## src/rtl/vram_heatmap_stream.sv

```systemverilog
// Two-pass VRAM heatmap converter: scan for the frame maximum, then stream each pixel
// normalised to 8 bits as AXI4-Stream RGB888. Define HEATMAP_COLORMAP_EN for the "hot" colormap stage.
module vram_heatmap_stream #(
    parameter int NPIX       = 9216,
    parameter int LINE_W     = 96,
    parameter int RD_LAT     = 1,
    parameter int FIFO_DEPTH = 4
) (
    input  logic        clk_vdma,
    input  logic        rst_n,
    input  logic        frame_start,
    output logic [13:0] addr_vdma,
    input  logic [63:0] data_vdma,
    output logic [23:0] m_axis_tdata,
    output logic        m_axis_tvalid,
    input  logic        m_axis_tready,
    output logic        m_axis_tuser,
    output logic        m_axis_tlast,
    output logic        busy,
    output logic        frame_done,
    output logic [63:0] frame_max,
    output logic [1:0]  dbg_state_o
);

    localparam logic [1:0] ST_IDLE   = 2'd0;
    localparam logic [1:0] ST_SCAN   = 2'd1;
    localparam logic [1:0] ST_CALC   = 2'd2;
    localparam logic [1:0] ST_STREAM = 2'd3;

    localparam int CW   = $clog2(FIFO_DEPTH + 1);
    localparam int PW   = (FIFO_DEPTH > 1) ? $clog2(FIFO_DEPTH) : 1;
    localparam int COLW = (LINE_W > 1) ? $clog2(LINE_W) : 1;

    localparam logic [13:0]     NPIX_C   = 14'(NPIX);
    localparam logic [13:0]     LAST_PIX = 14'(NPIX - 1);
    localparam logic [COLW-1:0] LAST_COL = COLW'(LINE_W - 1);
    localparam logic [CW:0]     DEPTH_C  = (CW + 1)'(FIFO_DEPTH);
    localparam logic [PW-1:0]   LAST_PTR = PW'(FIFO_DEPTH - 1);

    logic [1:0]      state_q, state_d;
    logic [13:0]     addr_q, addr_d;
    logic [13:0]     rx_cnt_q, rx_cnt_d;
    logic [13:0]     out_cnt_q, out_cnt_d;
    logic [COLW-1:0] col_q, col_d;
    logic [63:0]     max_q, max_d;
    logic [63:0]     frame_max_q, frame_max_d;
    logic [5:0]      sh_q, sh_d;
    logic            done_q, done_d;
    logic [RD_LAT-1:0] vld_q;
    logic [CW-1:0]   inflight_q, inflight_d;
    logic [CW-1:0]   fifo_cnt_q, fifo_cnt_d;
    logic [PW-1:0]   wr_ptr_q, wr_ptr_d;
    logic [PW-1:0]   rd_ptr_q, rd_ptr_d;
    logic [25:0]     fifo_mem [FIFO_DEPTH];

    logic        scan_issue;
    logic        stream_issue;
    logic        rd_issue;
    logic        rd_ret;
    logic        pix_ret;
    logic        credit_ok;
    logic [63:0] word_pos;
    logic [63:0] shifted;
    logic [7:0]  pix_v;
    logic        pix_user;
    logic        pix_last;
    logic        push;
    logic [25:0] push_ent;
    logic        pop;
    logic [25:0] head;
    logic [5:0]  msb_c;
    logic [5:0]  sh_c;

    // Reads are only issued while the FIFO plus everything still in flight has room,
    // so a returning word can always be pushed without a full check.
    assign credit_ok    = ({1'b0, fifo_cnt_q} + {1'b0, inflight_q}) < DEPTH_C;
    assign scan_issue   = (state_q == ST_SCAN) && (addr_q < NPIX_C);
    assign stream_issue = (state_q == ST_STREAM) && (addr_q < NPIX_C) && credit_ok;
    assign rd_issue     = scan_issue | stream_issue;
    assign rd_ret       = vld_q[RD_LAT-1];
    assign pix_ret      = rd_ret && (state_q == ST_STREAM);

    assign word_pos = data_vdma[63] ? 64'd0 : data_vdma;
    assign shifted  = data_vdma >> sh_q;
    assign pix_v    = data_vdma[63] ? 8'd0 : ((|shifted[63:8]) ? 8'hFF : shifted[7:0]);
    assign pix_user = (rx_cnt_q == 14'd0);
    assign pix_last = (col_q == LAST_COL);

    always_comb begin
        msb_c = 6'd0;
        for (int i = 0; i < 64; i++) begin
            if (max_q[i]) msb_c = 6'(i);
        end
        sh_c = (msb_c > 6'd7) ? (msb_c - 6'd7) : 6'd0;
    end

`ifdef HEATMAP_COLORMAP_EN
    logic        cm_vld_q;
    logic [25:0] cm_ent_q;

    function automatic logic [23:0] hot_map(input logic [7:0] v);
        logic [9:0] t;
        logic [7:0] r;
        logic [7:0] g;
        logic [7:0] b;
        t = {2'b00, v} + {1'b0, v, 1'b0};
        r = (t > 10'd255) ? 8'hFF : t[7:0];
        g = (t > 10'd510) ? 8'hFF : ((t > 10'd255) ? 8'(t - 10'd255) : 8'h00);
        b = (t > 10'd510) ? 8'(t - 10'd510) : 8'h00;
        return {r, g, b};
    endfunction

    always_ff @(posedge clk_vdma or negedge rst_n) begin
        if (!rst_n) begin
            cm_vld_q <= 1'b0;
            cm_ent_q <= '0;
        end else begin
            cm_vld_q <= pix_ret;
            if (pix_ret) cm_ent_q <= {hot_map(pix_v), pix_user, pix_last};
        end
    end

    assign push     = cm_vld_q;
    assign push_ent = cm_ent_q;
`else
    assign push     = pix_ret;
    assign push_ent = {pix_v, pix_v, pix_v, pix_user, pix_last};
`endif

    // AXI-Stream: tvalid follows FIFO occupancy; the head entry is held until tvalid&tready pops it.
    assign head          = fifo_mem[rd_ptr_q];
    assign pop           = (fifo_cnt_q != '0) && m_axis_tready;
    assign m_axis_tvalid = (fifo_cnt_q != '0);
    assign m_axis_tdata  = head[25:2];
    assign m_axis_tuser  = head[1] & m_axis_tvalid;
    assign m_axis_tlast  = head[0] & m_axis_tvalid;

    assign fifo_cnt_d = fifo_cnt_q + CW'(push) - CW'(pop);
    assign inflight_d = inflight_q + CW'(stream_issue) - CW'(push);
    assign wr_ptr_d   = push ? ((wr_ptr_q == LAST_PTR) ? '0 : wr_ptr_q + 1'b1) : wr_ptr_q;
    assign rd_ptr_d   = pop  ? ((rd_ptr_q == LAST_PTR) ? '0 : rd_ptr_q + 1'b1) : rd_ptr_q;

    always_comb begin
        state_d     = state_q;
        addr_d      = addr_q;
        rx_cnt_d    = rx_cnt_q;
        out_cnt_d   = out_cnt_q;
        col_d       = col_q;
        max_d       = max_q;
        frame_max_d = frame_max_q;
        sh_d        = sh_q;
        done_d      = 1'b0;
        case (state_q)
            ST_IDLE: begin
                if (frame_start) begin
                    state_d  = ST_SCAN;
                    addr_d   = 14'd0;
                    rx_cnt_d = 14'd0;
                    max_d    = 64'd0;
                end
            end
            ST_SCAN: begin
                if (scan_issue) addr_d = addr_q + 14'd1;
                if (rd_ret) begin
                    if (word_pos > max_q) max_d = word_pos;
                    rx_cnt_d = rx_cnt_q + 14'd1;
                    if (rx_cnt_q == LAST_PIX) state_d = ST_CALC;
                end
            end
            ST_CALC: begin
                frame_max_d = max_q;
                sh_d        = sh_c;
                addr_d      = 14'd0;
                rx_cnt_d    = 14'd0;
                out_cnt_d   = 14'd0;
                col_d       = '0;
                state_d     = ST_STREAM;
            end
            default: begin
                if (stream_issue) addr_d = addr_q + 14'd1;
                if (pix_ret) begin
                    rx_cnt_d = rx_cnt_q + 14'd1;
                    col_d    = pix_last ? '0 : col_q + 1'b1;
                end
                if (pop) begin
                    out_cnt_d = out_cnt_q + 14'd1;
                    if (out_cnt_q == LAST_PIX) begin
                        state_d = ST_IDLE;
                        addr_d  = 14'd0;
                        done_d  = 1'b1;
                    end
                end
            end
        endcase
    end

    always_ff @(posedge clk_vdma or negedge rst_n) begin
        if (!rst_n) begin
            state_q     <= ST_IDLE;
            addr_q      <= 14'd0;
            rx_cnt_q    <= 14'd0;
            out_cnt_q   <= 14'd0;
            col_q       <= '0;
            max_q       <= 64'd0;
            frame_max_q <= 64'd0;
            sh_q        <= 6'd0;
            done_q      <= 1'b0;
            vld_q       <= '0;
            inflight_q  <= '0;
            fifo_cnt_q  <= '0;
            wr_ptr_q    <= '0;
            rd_ptr_q    <= '0;
        end else begin
            state_q     <= state_d;
            addr_q      <= addr_d;
            rx_cnt_q    <= rx_cnt_d;
            out_cnt_q   <= out_cnt_d;
            col_q       <= col_d;
            max_q       <= max_d;
            frame_max_q <= frame_max_d;
            sh_q        <= sh_d;
            done_q      <= done_d;
            vld_q[0]    <= rd_issue;
            for (int i = 1; i < RD_LAT; i++) vld_q[i] <= vld_q[i-1];
            inflight_q  <= inflight_d;
            fifo_cnt_q  <= fifo_cnt_d;
            wr_ptr_q    <= wr_ptr_d;
            rd_ptr_q    <= rd_ptr_d;
        end
    end

    always_ff @(posedge clk_vdma or negedge rst_n) begin
        if (!rst_n) begin
            for (int i = 0; i < FIFO_DEPTH; i++) fifo_mem[i] <= '0;
        end else if (push) begin
            fifo_mem[wr_ptr_q] <= push_ent;
        end
    end

    assign addr_vdma   = addr_q;
    assign busy        = (state_q != ST_IDLE);
    assign frame_done  = done_q;
    assign frame_max   = frame_max_q;
    assign dbg_state_o = state_q;

endmodule

```

## config.mk

```make
export PLATFORM = sky130hd
export DESIGN_NAME = vram_heatmap_stream
export DESIGN_NICKNAME = d
export VERILOG_FILES = /design/src/rtl/vram_heatmap_stream.sv
export SDC_FILE = /design/constraint.sdc
export NUM_CORES = 1
export LEC_CHECK = 0
export CORE_AREA = 3 3 179 181
export DETAILED_ROUTE_END_ITERATION = 6
export DIE_AREA = 0 0 182 184
export DONT_BUFFER_PORTS = 1
export PLACE_DENSITY = 0.73
export SETUP_SLACK_MARGIN = 0.02
export SYNTH_ARGS = -nofsm -noshare
export SYNTH_HDL_FRONTEND = slang
export SYNTH_SLANG_ARGS = --single-unit
```

## constraint.sdc

```tcl
create_clock -name clk_vdma -period 4.2 [get_ports clk_vdma]
set_input_delay 0.84 -clock clk_vdma [delete_from_list [all_inputs] [get_ports clk_vdma]]
set_output_delay 0.84 -clock clk_vdma [all_outputs]
set_load 0.03 [all_outputs]
```

* Word-level counts from Yosys, hierarchy flattened
Cells that the tools add are included.
** Storage, ports and cells
- Register bits after elaboration :: 301
- Input bits :: 68
** Operators by class
- $add $sub $neg :: 12
- $lt $le $gt $ge :: 7
- Equal/unequal tests :: 13
- Shift-type cells :: 1
- Multiplexer cells :: 102
- Bitwise gates (word level) :: 6
- Reductions and logical operators :: 25
** Operators by type and width (number)
- 6-bit two-way mux :: 61
- 64-bit two-way mux :: 3
- 64-bit case mux with 2 select lines :: 1
- 14-bit two-way mux :: 8
- 104-bit bitwise mux :: 1
- 14-bit case mux with 3 select lines :: 2
- 26-bit two-way mux :: 3
- 63-bit by 64-bit greater-than comparator with 1-bit output :: 1
- 64-bit by 6-bit right shift with 64-bit output :: 1
- 63-bit two-way mux :: 1
- 56-bit OR reduction :: 1
- 26-bit binary-select mux with 2-bit select :: 1
- 26-bit demux with 2-bit select :: 1
- 14-bit by 1-bit adder with 14-bit output (second input constant) :: 3
- 14-bit equality test (second input constant) :: 2
- 14-bit case mux with 2 select lines :: 1
- 2-bit two-way mux :: 9
- 8-bit two-way mux :: 2
- 14-bit zero test :: 1
- 14-bit less-than comparator (second input constant) :: 1
- 7-bit two-way mux :: 2
- 7-bit case mux with 2 select lines :: 1
- 4-bit nonzero test :: 3
- 2-bit equality test (second input constant) :: 4
- other kinds (30) :: 52

* Longest topological paths before layout
Gate-level depths: netlist of the first run.
- Word-level depth :: 65
- Depth in mapped cells :: 16

* Least setup slack after synthesis of the first run
OpenSTA, ideal clock, no wires.
- Path type :: input -> register
- Start :: in data_vdma[63]
- End :: reg max_q[0]
- Library setup time :: 0.066 ns
- Arrival time :: 4.214 ns
- Setup slack :: -0.080 ns
- Stages :: 15
- Buffers on the path :: 4
- Cell sequence :: clkbuf_1 > buf_1 > clkbuf_1 > nor2b_1 > ha_1 > a21oi_1 > nor2_1 > a2111oi_0 > nor3_1 > o41a_1 > nor4b_1 > o211ai_1 > o2111ai_2 > clkbuf_1 > a22o_1
** On the way
- Cells in the longest elaborated chain, start to end :: 4
- Elaborated cells on any way between the ends :: 7
** Ends and longest elaborated chain
- start, declared :: line 13 : input logic [63:0] data_vdma,
- 63-bit two-way mux * :: line 83 : assign word_pos = data_vdma[63] ? 64'd0 : data_vdma;
- 63-bit by 64-bit greater-than comparator with 1-bit output or 64-bit two-way mux (tied branches) :: line 165 : if (word_pos > max_q) max_d = word_pos;
- 2-bit by 1-bit != test with 1-bit output (no line) or 64-bit two-way mux (tied branches)
- 4-bit AND reduction (no line) or 64-bit case mux with 2 select lines (tied branches)
- end signal, assigned :: line 219 : max_q <= max_d;
- end, declared :: line 45 : logic [63:0] max_q, max_d;
Mark *: on every way between the ends. The rest lies on a longest branch, timed or not. The select of a mux whose other input is x is not followed.
A chain may end at the register's enable or synchronous reset.

* Worst setup path after layout of the first run
- Start :: reg max_q[33]
- End :: reg max_q[48]
** On the way
- Cells in the longest elaborated chain, start to end :: 3
** Ends and longest elaborated chain (line)
- 63-bit by 64-bit greater-than comparator with 1-bit output :: 165
- 2-bit by 1-bit != test with 1-bit output (no line)
- 4-bit AND reduction (no line)
Every way passes these cells.

==> run_results.csv, run 1 <==
group,metric,value,unit
power_and_ir_drop,power_leakage,7.595,nW
detailed_routing,detail_route.wirelength.met1,19540,um
clock_network,post_cts.repair.setup_buffers,0,
clock_network,clock-sinks,235,
clock_network,htree_levels,1,
floorplanning,starting_utilization_of_the_core_area,54.76,%
detailed_routing,dr.first_iter.drc_count,1593,
cells_and_area,synthToLayoutAreaGrowth,6.954,%
grt,globalRouteTotalUtil,27.68,%
setup_path,crit_path_top_delay_cell,"sky130_fd_sc_hd__nor4b_1",
cells_and_area,finish.utilization,58.57,%
setup_path,start_kind,"register",
cells_and_area,num-fill-cells,2628,
run,maxCapViolCount,0,
worst_hold_path,hold_path_class,"primary input to asynchronous set/reset pin",
clock_network,cts_resized,0,
clock_network,cts_buffer_depth,3,
setup_path,path_buf_inv,2,
cells_and_area,footprint_of_the_multi_input_gates,9960,um^2
setup_path,crit_chain,"inv_1, ha_1, a21oi_1, nor2_1, a2111oi_0, nor3_1, o41a_1, nor4b_1, o211ai_1, o2111ai_4, buf_12, a22o_1",
detailed_routing,wl,47230,um
cells_and_area,fin_cells,2108,
place,place.port_buffers,0,
floorplanning,fp.coreArea,30590,um^2
cells_and_area,layout.area.seq,5889,um^2
detailed_routing,met2_length,21830,um
sta,finalClockSkew,17.24,ps
detailed_routing,routed_wire_length_per_instance,22.41,um
grt,pin_count_of_the_biggest_net_entering_global_routing,236,
detailed_routing,dr_total_vias,13908,
clock_network,clock_buffer_count_from_cts,26,
detailed_routing,ant_nets,0,
synthesis,post_synth_instance_area,16750,um^2
sta,unrepaired_setup_endpoints_after_global_routing,"false",
floorplanning,floorplan.die_area,33490,um^2
clock_network,insertion_delay,540,ps
synthesis,synth.ff_latch_count,235,
sta,setup_tns,0,ps
synthesis,synth_cell_type_count,88,
setup_path,worstPathMaxFanout,63,
grt,grt_overflow,0,
clock_network,ctsRootBufferMaster,"sky130_fd_sc_hd__clkbuf_16",
synthesis,number_of_enable_flip_flop_cells_after_synthesis,0,
clock_network,cts_tree,"built",
detailed_routing,topRoutingLayerUsed,"met4",
synthesis,ys_dominant_reg_cell,"sky130_fd_sc_hd__dfrtp_1",
grt,via_count_of_the_first_global_routing_pass,13636,
sta,relSlewSlack,27.21,%
sta,layout_worst_path_cycle_share,91.58,%
grt,grt_pass1_wl,76250,um
setup_path,timing.critical_path.arrival,4320,ps
floorplanning,ioPinCount,177,
grt,antenna_found_initial,0,
sta,setup_viol_count_final,0,
setup_path,critPathTopFamily,"compound AO/OA/AOI/OAI gates",
power_and_ir_drop,power.density_cell_area,408.7,nW/um^2
power_and_ir_drop,vdd.ir_drop.worst,0.2776,mV
sta,maximum_clock_frequency,260.0,MHz
run_status,outcome,"finished, final reports clean",
sta,timing.final.max_slew_violations,0,
setup_path,timing.critical_path.required,4670,ps
setup_path,reg2reg_setup_slack,350,ps
detailed_routing,met3RoutedLength,4130,um
synthesis,synth.avg_cell_area,9.605,um^2
synthesis,yosysWarnings,0,
synthesis,syn_nets,1899,
detailed_routing,vias_per_cell,6.598,
cells_and_area,share_of_cells_above_drive_strength_1,13.96,%
floorplanning,floorplan.die.height,184,um
sta,layout_min_cycle_time,3847,ps
detailed_routing,firstDrtPassIters,5,
sta,timing_hold_violations_final,0,
clock_network,clock_input_transition_at_the_sequential_cells_of_the_worst_setup_and_hold_paths,70,ps
synthesis,post_synth_inst_count,1744,
setup_path,max_stage_delay,730,ps
synthesis,asyncSetResetFlopFracSynth,100.0,%
setup_path,crit_path_end_kind,"register",
floorplanning,dieWidth,182,um
place,detailed_place_hpwl,34130,um
synthesis,seq_area_frac_synth,35.11,%
cells_and_area,fin_nets,1848,
place,dpl.cell_count,2057,
floorplanning,std_cell_rows,64,
sta,slew_of_the_pin_with_the_lowest_slew_margin,1085,ps
place,routabilityCongestion,1.002,
cells_and_area,antenna_diode_count,0,
setup_path,kind_of_critical_path,"register to register",
detailed_routing,drc,0,
where the power goes:
group	total, mW	internal, mW	switching [mW]
Clock	2.41	1.49	0.928
Sequential	2.97	2.59	0.373
Combinational	1.94	0.686	1.26
flip-flops by register name, indices dropped and copies added (netlist names):
signal / flops
max_q: 63
sh_q: 6
inflight_q: 3
fifo_cnt_q: 3
frame_done: 1
col_q: 7
addr_vdma: 14
dbg_state_o: 2
rx_cnt_q: 14
out_cnt_q: 14
fifo_mem: 40
frame_max: 63
rd_ptr_q: 2
wr_ptr_q: 2
rd_ret: 1
Yosys cell counts, drive strengths merged, types with 48 or more instances:
library cell,count,area share (%)
mux4,60,8.1
o21ai,95,3.1
dfrtp,235,35
a22o,67,3.5
nor2,128,2.9
a21oi,65,2.0
ha,85,6.3
nand2,172,3.9
nand3,48,1.4
nor2b,72,2.7
buf,56,2.2
mux2,79,5.3
mux2i,51,3.0
inv,94,2.1
clkbuf,56,1.3
cell usage in the layout (no fill, tap or decap), types with 64 or more instances in the layout:
master	instances
sky130_fd_sc_hd__a21oi_1	64
sky130_fd_sc_hd__a22o_1	67
sky130_fd_sc_hd__dfrtp_1	232
sky130_fd_sc_hd__ha_1	84
sky130_fd_sc_hd__inv_1	92
sky130_fd_sc_hd__mux2_2	79
sky130_fd_sc_hd__nand2_1	172
sky130_fd_sc_hd__nor2_1	128
sky130_fd_sc_hd__nor2b_1	72
sky130_fd_sc_hd__o21ai_0	86
metrics by stage:
stage / power (mW) / cell area [um^2] / hold WS [ps] / setup slack (ps)
global placement: 4.834 / 16960 / 458.2 / -79.49
CTS: 7.379 / 17880 / -23.82 / 311.5
floorplan: 4.777 / 16750 / 444.6 / 3.594
detailed placement: 4.931 / 16960 / 473.6 / -67.04
finish: 7.321 / 17920 / 26.78 / 353.5
global route: 7.749 / 17920 / 0.2147 / 89.53
final timing paths:
check | startpoint | end | depth (start not counted)
max in group asynchronous | rst_n | addr_vdma[11]$_DFFE_PN0P_ | 1
min reg2reg | fifo_mem[26]$_DFFE_PN0P_ | fifo_mem[26]$_DFFE_PN0P_ | 2
min in group clk_vdma | data_vdma[35] | max_q[35]$_DFFE_PN0P_ | 1
min | rst_n | rx_cnt_q[3]$_DFFE_PN0P_ | 0
max | max_q[33]$_DFFE_PN0P_ | max_q[48]$_DFFE_PN0P_ | 12
max reg2reg | max_q[33]$_DFFE_PN0P_ | max_q[48]$_DFFE_PN0P_ | 12
cells by family (layout without fill, tap and decap cells):
logic type | after synthesis | count (layout) | synth area share (%)
compound gates | 418 | 418 | 17.90
xor+xnor | 32 | 32 | 1.763
fa+ha+maj | 87 | 87 | 6.588
buf+inv | 208 | 176 | 5.609
flops | 235 | 235 | 35.11
mux | 190 | 190 | 16.43
other cells | 1 | 1 | 0.02239
simple gates | 573 | 573 | 16.59
final cells by class:
class,count,share of cell area [%]
Clock buffer,33,4.120
Clock inverter,14,0.9917
Inverter,96,2.011
Multi-Input combinational cell,1301,55.59
Sequential cell,235,32.87
Tap cell,396,2.766
Timing Repair Buffer,33,1.648
worst reg2reg max path, delay by kind of cell (launching register included):
family / cells / cell delay (ps)
AO/OA/AOI/OAI: 6 / 1760
flip-flops: 1 / 440
buffers and inverters: 2 / 340
adder cells (fa/ha/maj): 1 / 300
AND/OR/NAND/NOR: 3 / 940
layer usage:
metal | up-vias | track usage [%]
li1 | 6347 | -
met1 | 6843 | 37.95
met2 | 615 | 44.71
met3 | 103 | 5.085
met4 | 0 | 9.232
met5 | - | 0
No activity file was read; power rests on OpenSTA's default activity.
==> run 2, diff against run 1 <==
--- a/config.mk
+++ b/config.mk
@@ -5,9 +5,10 @@
 export SDC_FILE = /design/constraint.sdc
 export NUM_CORES = 1
 export LEC_CHECK = 0
-export CORE_AREA = 3 3 179 181
+export ABC_CLOCK_PERIOD_IN_PS = 4200
+export CORE_AREA = 5 5 181 183
 export DETAILED_ROUTE_END_ITERATION = 6
-export DIE_AREA = 0 0 182 184
+export DIE_AREA = 0 0 186 188
 export DONT_BUFFER_PORTS = 1
 export PLACE_DENSITY = 0.73
 export SETUP_SLACK_MARGIN = 0.02
==> run 2 against run 1 <==
  * The flow now finishes with violations (design-rule violations)
  * Highest routed layer unchanged
  * Critical path depth shrank 2
  * Sequential cell count unchanged
  * Register-to-register slack better by 100 ps
  * Sequential share of layout area about the same
  * Sequential power about the same
  * Largest cell class unchanged
  * Cell count increased by 0.38%
  * Cell area hardly changed
  * Worst setup slack gained 100 ps
  * Via count up 0.44%
  * Critical endpoint is now fifo_mem[20]$_DFFE_PN0P_
  * Maximum frequency is 2.7% higher
  * Count of clock-buffer cells in the layout down 1
==> run_results.csv, run 2 (synthesis results as in run 1) <==
group,metric,value,unit
floorplanning,floorplan.die.height,188,um
grt,grt_pass1_wl,76910,um
clock_network,clock_input_transition_at_the_sequential_cells_of_the_worst_setup_and_hold_paths,60,ps
floorplanning,ioPinCount,177,
cells_and_area,fin_cells,2116,
run_status,outcome,"complete, but fails checks",
worst_hold_path,hold_path_class,"primary input to asynchronous set/reset pin",
detailed_routing,vias_per_cell,6.602,
floorplanning,dieWidth,186,um
setup_path,timing.critical_path.required,4650,ps
detailed_routing,dr_total_vias,13969,
detailed_routing,dr.first_iter.drc_count,1684,
clock_network,htree_levels,1,
setup_path,critPathTopFamily,"compound AO/OA/AOI/OAI gates",
detailed_routing,drc,4,
setup_path,kind_of_critical_path,"register to register",
grt,antenna_found_initial,0,
sta,layout_min_cycle_time,3747,ps
sta,timing.final.max_slew_violations,0,
setup_path,r2r.worst_path.cells,10,
setup_path,timing.critical_path.arrival,4200,ps
sta,unrepaired_setup_endpoints_after_global_routing,"false",
setup_path,worstPathMaxFanout,51,
cells_and_area,finish.utilization,57.70,%
setup_path,cp_num_cells,10,
sta,finalClockSkew,15.91,ps
detailed_routing,ant_nets,0,
place,place.port_buffers,0,
setup_path,crit_path_end_kind,"register",
setup_path,timing.critical_path.from,"sh_q[1]$_DFFE_PN0P_",
clock_network,cts_tree,"built",
grt,via_count_of_the_first_global_routing_pass,13794,
grt,grt_overflow,0,
setup_path,crit_chain,"buf_12, xor2_2, a22oi_1, nand4_1, nor3_1, o311ai_1, o21ai_1, a211oi_4, o21ai_4, o211ai_1",
clock_network,post_cts.repair.setup_buffers,0,
place,detailed_place_hpwl,34670,um
floorplanning,fp.coreArea,31070,um^2
sta,final.setup.worst_slack,453.4,ps
clock_network,clock_buffer_count_from_cts,25,
cells_and_area,antenna_diode_count,0,
cells_and_area,share_of_cells_above_drive_strength_1,14.29,%
setup_path,path_buf_inv,1,
clock_network,cts_buffer_depth,3,
place,routabilityCongestion,0.9608,
sta,setup_viol_count_final,0,
grt,pin_count_of_the_biggest_net_entering_global_routing,236,
setup_path,crit_path_top_delay_cell,"sky130_fd_sc_hd__dfrtp_4",
place,dpl.cell_count,2068,
power_and_ir_drop,vdd.ir_drop.worst,0.2837,mV
setup_path,timing.rr.start,"sh_q[1]$_DFFE_PN0P_",
power_and_ir_drop,power.density_cell_area,400.5,nW/um^2
cells_and_area,synthToLayoutAreaGrowth,7.013,%
power_and_ir_drop,power_leakage,7.584,nW
floorplanning,std_cell_rows,65,
sta,slew_of_the_pin_with_the_lowest_slew_margin,1024,ps
run,maxCapViolCount,0,
cells_and_area,mostFrequentLayoutCells,"232 x sky130_fd_sc_hd__dfrtp_1, 172 x sky130_fd_sc_hd__nand2_1, 128 x sky130_fd_sc_hd__nor2_1, 92 x sky130_fd_sc_hd__inv_1, 86 x sky130_fd_sc_hd__o21ai_0",
clock_network,clock-sinks,235,
setup_path,r2r_endpoint,"fifo_mem[20]$_DFFE_PN0P_",
sta,setup_tns,0,ps
clock_network,ctsRootBufferMaster,"sky130_fd_sc_hd__clkbuf_16",
detailed_routing,wl,48010,um
floorplanning,starting_utilization_of_the_core_area,53.92,%
sta,relSlewSlack,31.29,%
cells_and_area,num-fill-cells,2715,
run_status,failed_checks,"design-rule violations",
sta,maximum_clock_frequency,266.9,MHz
clock_network,insertion_delay,550,ps
sta,hold_slack,137.7,ps
floorplanning,floorplan.die_area,34970,um^2
cells_and_area,final_common_cell,"sky130_fd_sc_hd__dfrtp_1",
cells_and_area,fin_nets,1851,
detailed_routing,firstDrtPassIters,7,
place,place_ws,55.00,ps
setup_path,reg2reg_setup_slack,450,ps
detailed_routing,routed_wire_length_per_instance,22.69,um
setup_path,max_stage_delay,820,ps
setup_path,start_kind,"register",
sta,layout_worst_path_cycle_share,89.20,%
sta,timing_hold_violations_final,0,
grt,globalRouteTotalUtil,26.93,%
run 2: changes by cell type in the layout (fill, tap and decap cells not counted), sizes merged:
cell	before	now
buf	29	37
bufinv	4	2
clkbuf	33	32
clkinv	10	7
clkinvlp	0	4
dlygate4sd3	4	0
run 2: worst max-delay path by stage:
| stage | slack (ps) | end |
|---|---|---|
| global placement | 120 | max_q[59]$_DFFE_PN0P_ |
| detailed placement | 50 | max_q[58]$_DFFE_PN0P_ |
| finish | 450 | fifo_mem[20]$_DFFE_PN0P_ |
| CTS | 500 | max_q[58]$_DFFE_PN0P_ |
| global route | 190 | max_q[58]$_DFFE_PN0P_ |
| floorplan | 4 | max_q[0]$_DFFE_PN0P_ |
run 2: report_power, final:
part	leakage (nW)	internal (mW)	switching (mW)
Clock	0.407	1.31	0.938
Sequential	3.12	2.59	0.369
Combinational	4.06	0.688	1.28
run 2: cell type report:
| cell class | count | area, um^2 | area share (%) |
|---|---|---|---|
| Timing Repair Buffer | 37 | 367.9 | 2.052 |
| Clock inverter | 13 | 143.9 | 0.8027 |
| Multi-Input combinational cell | 1301 | 9960 | 55.56 |
| Clock buffer | 32 | 701.9 | 3.916 |
| Tap cell | 402 | 503.0 | 2.806 |
| Sequential cell | 235 | 5889 | 32.85 |
| Inverter | 96 | 360.3 | 2.010 |
run 2: per-stage QoR:
stage	total power [mW]	instance area [um^2]
after detailed placement	4.930	17010
final	7.179	17930
after global placement	4.840	17010
after floorplan	4.777	16750
after CTS	7.199	17850
after global routing	7.634	17930
run 2: layer usage:
layer  share of wire, %  global-route usage (%)  vias to the layer above  wire, um
li1                   -                       -                     6347         -
met1                 40                   37.56                     6859     19350
met5                  0                       0                        -         0
met2                 47                   42.70                      656     22500
met3                9.1                   4.869                      107      4373
met4                3.7                   8.716                        0      1796
run 2: timing repair:
| item | 4_1_cts | 5_1_grt |
|---|---|---|
| gates resized for setup | 0 | 0 |
| endpoints found under the hold margin | 189 | 120 |
| setup endpoints to repair | 0 | 0 |
run 2: worst register-to-register path, stage by stage (launching register included):
cell and delay, ps:
sky130_fd_sc_hd__dfrtp_4 820, sky130_fd_sc_hd__buf_12 350, sky130_fd_sc_hd__xor2_2 530, sky130_fd_sc_hd__a22oi_1 190, sky130_fd_sc_hd__nand4_1 140, sky130_fd_sc_hd__nor3_1 80, sky130_fd_sc_hd__o311ai_1 430, sky130_fd_sc_hd__o21ai_1 200
sky130_fd_sc_hd__a211oi_4 610, sky130_fd_sc_hd__o21ai_4 180, sky130_fd_sc_hd__o211ai_1 150
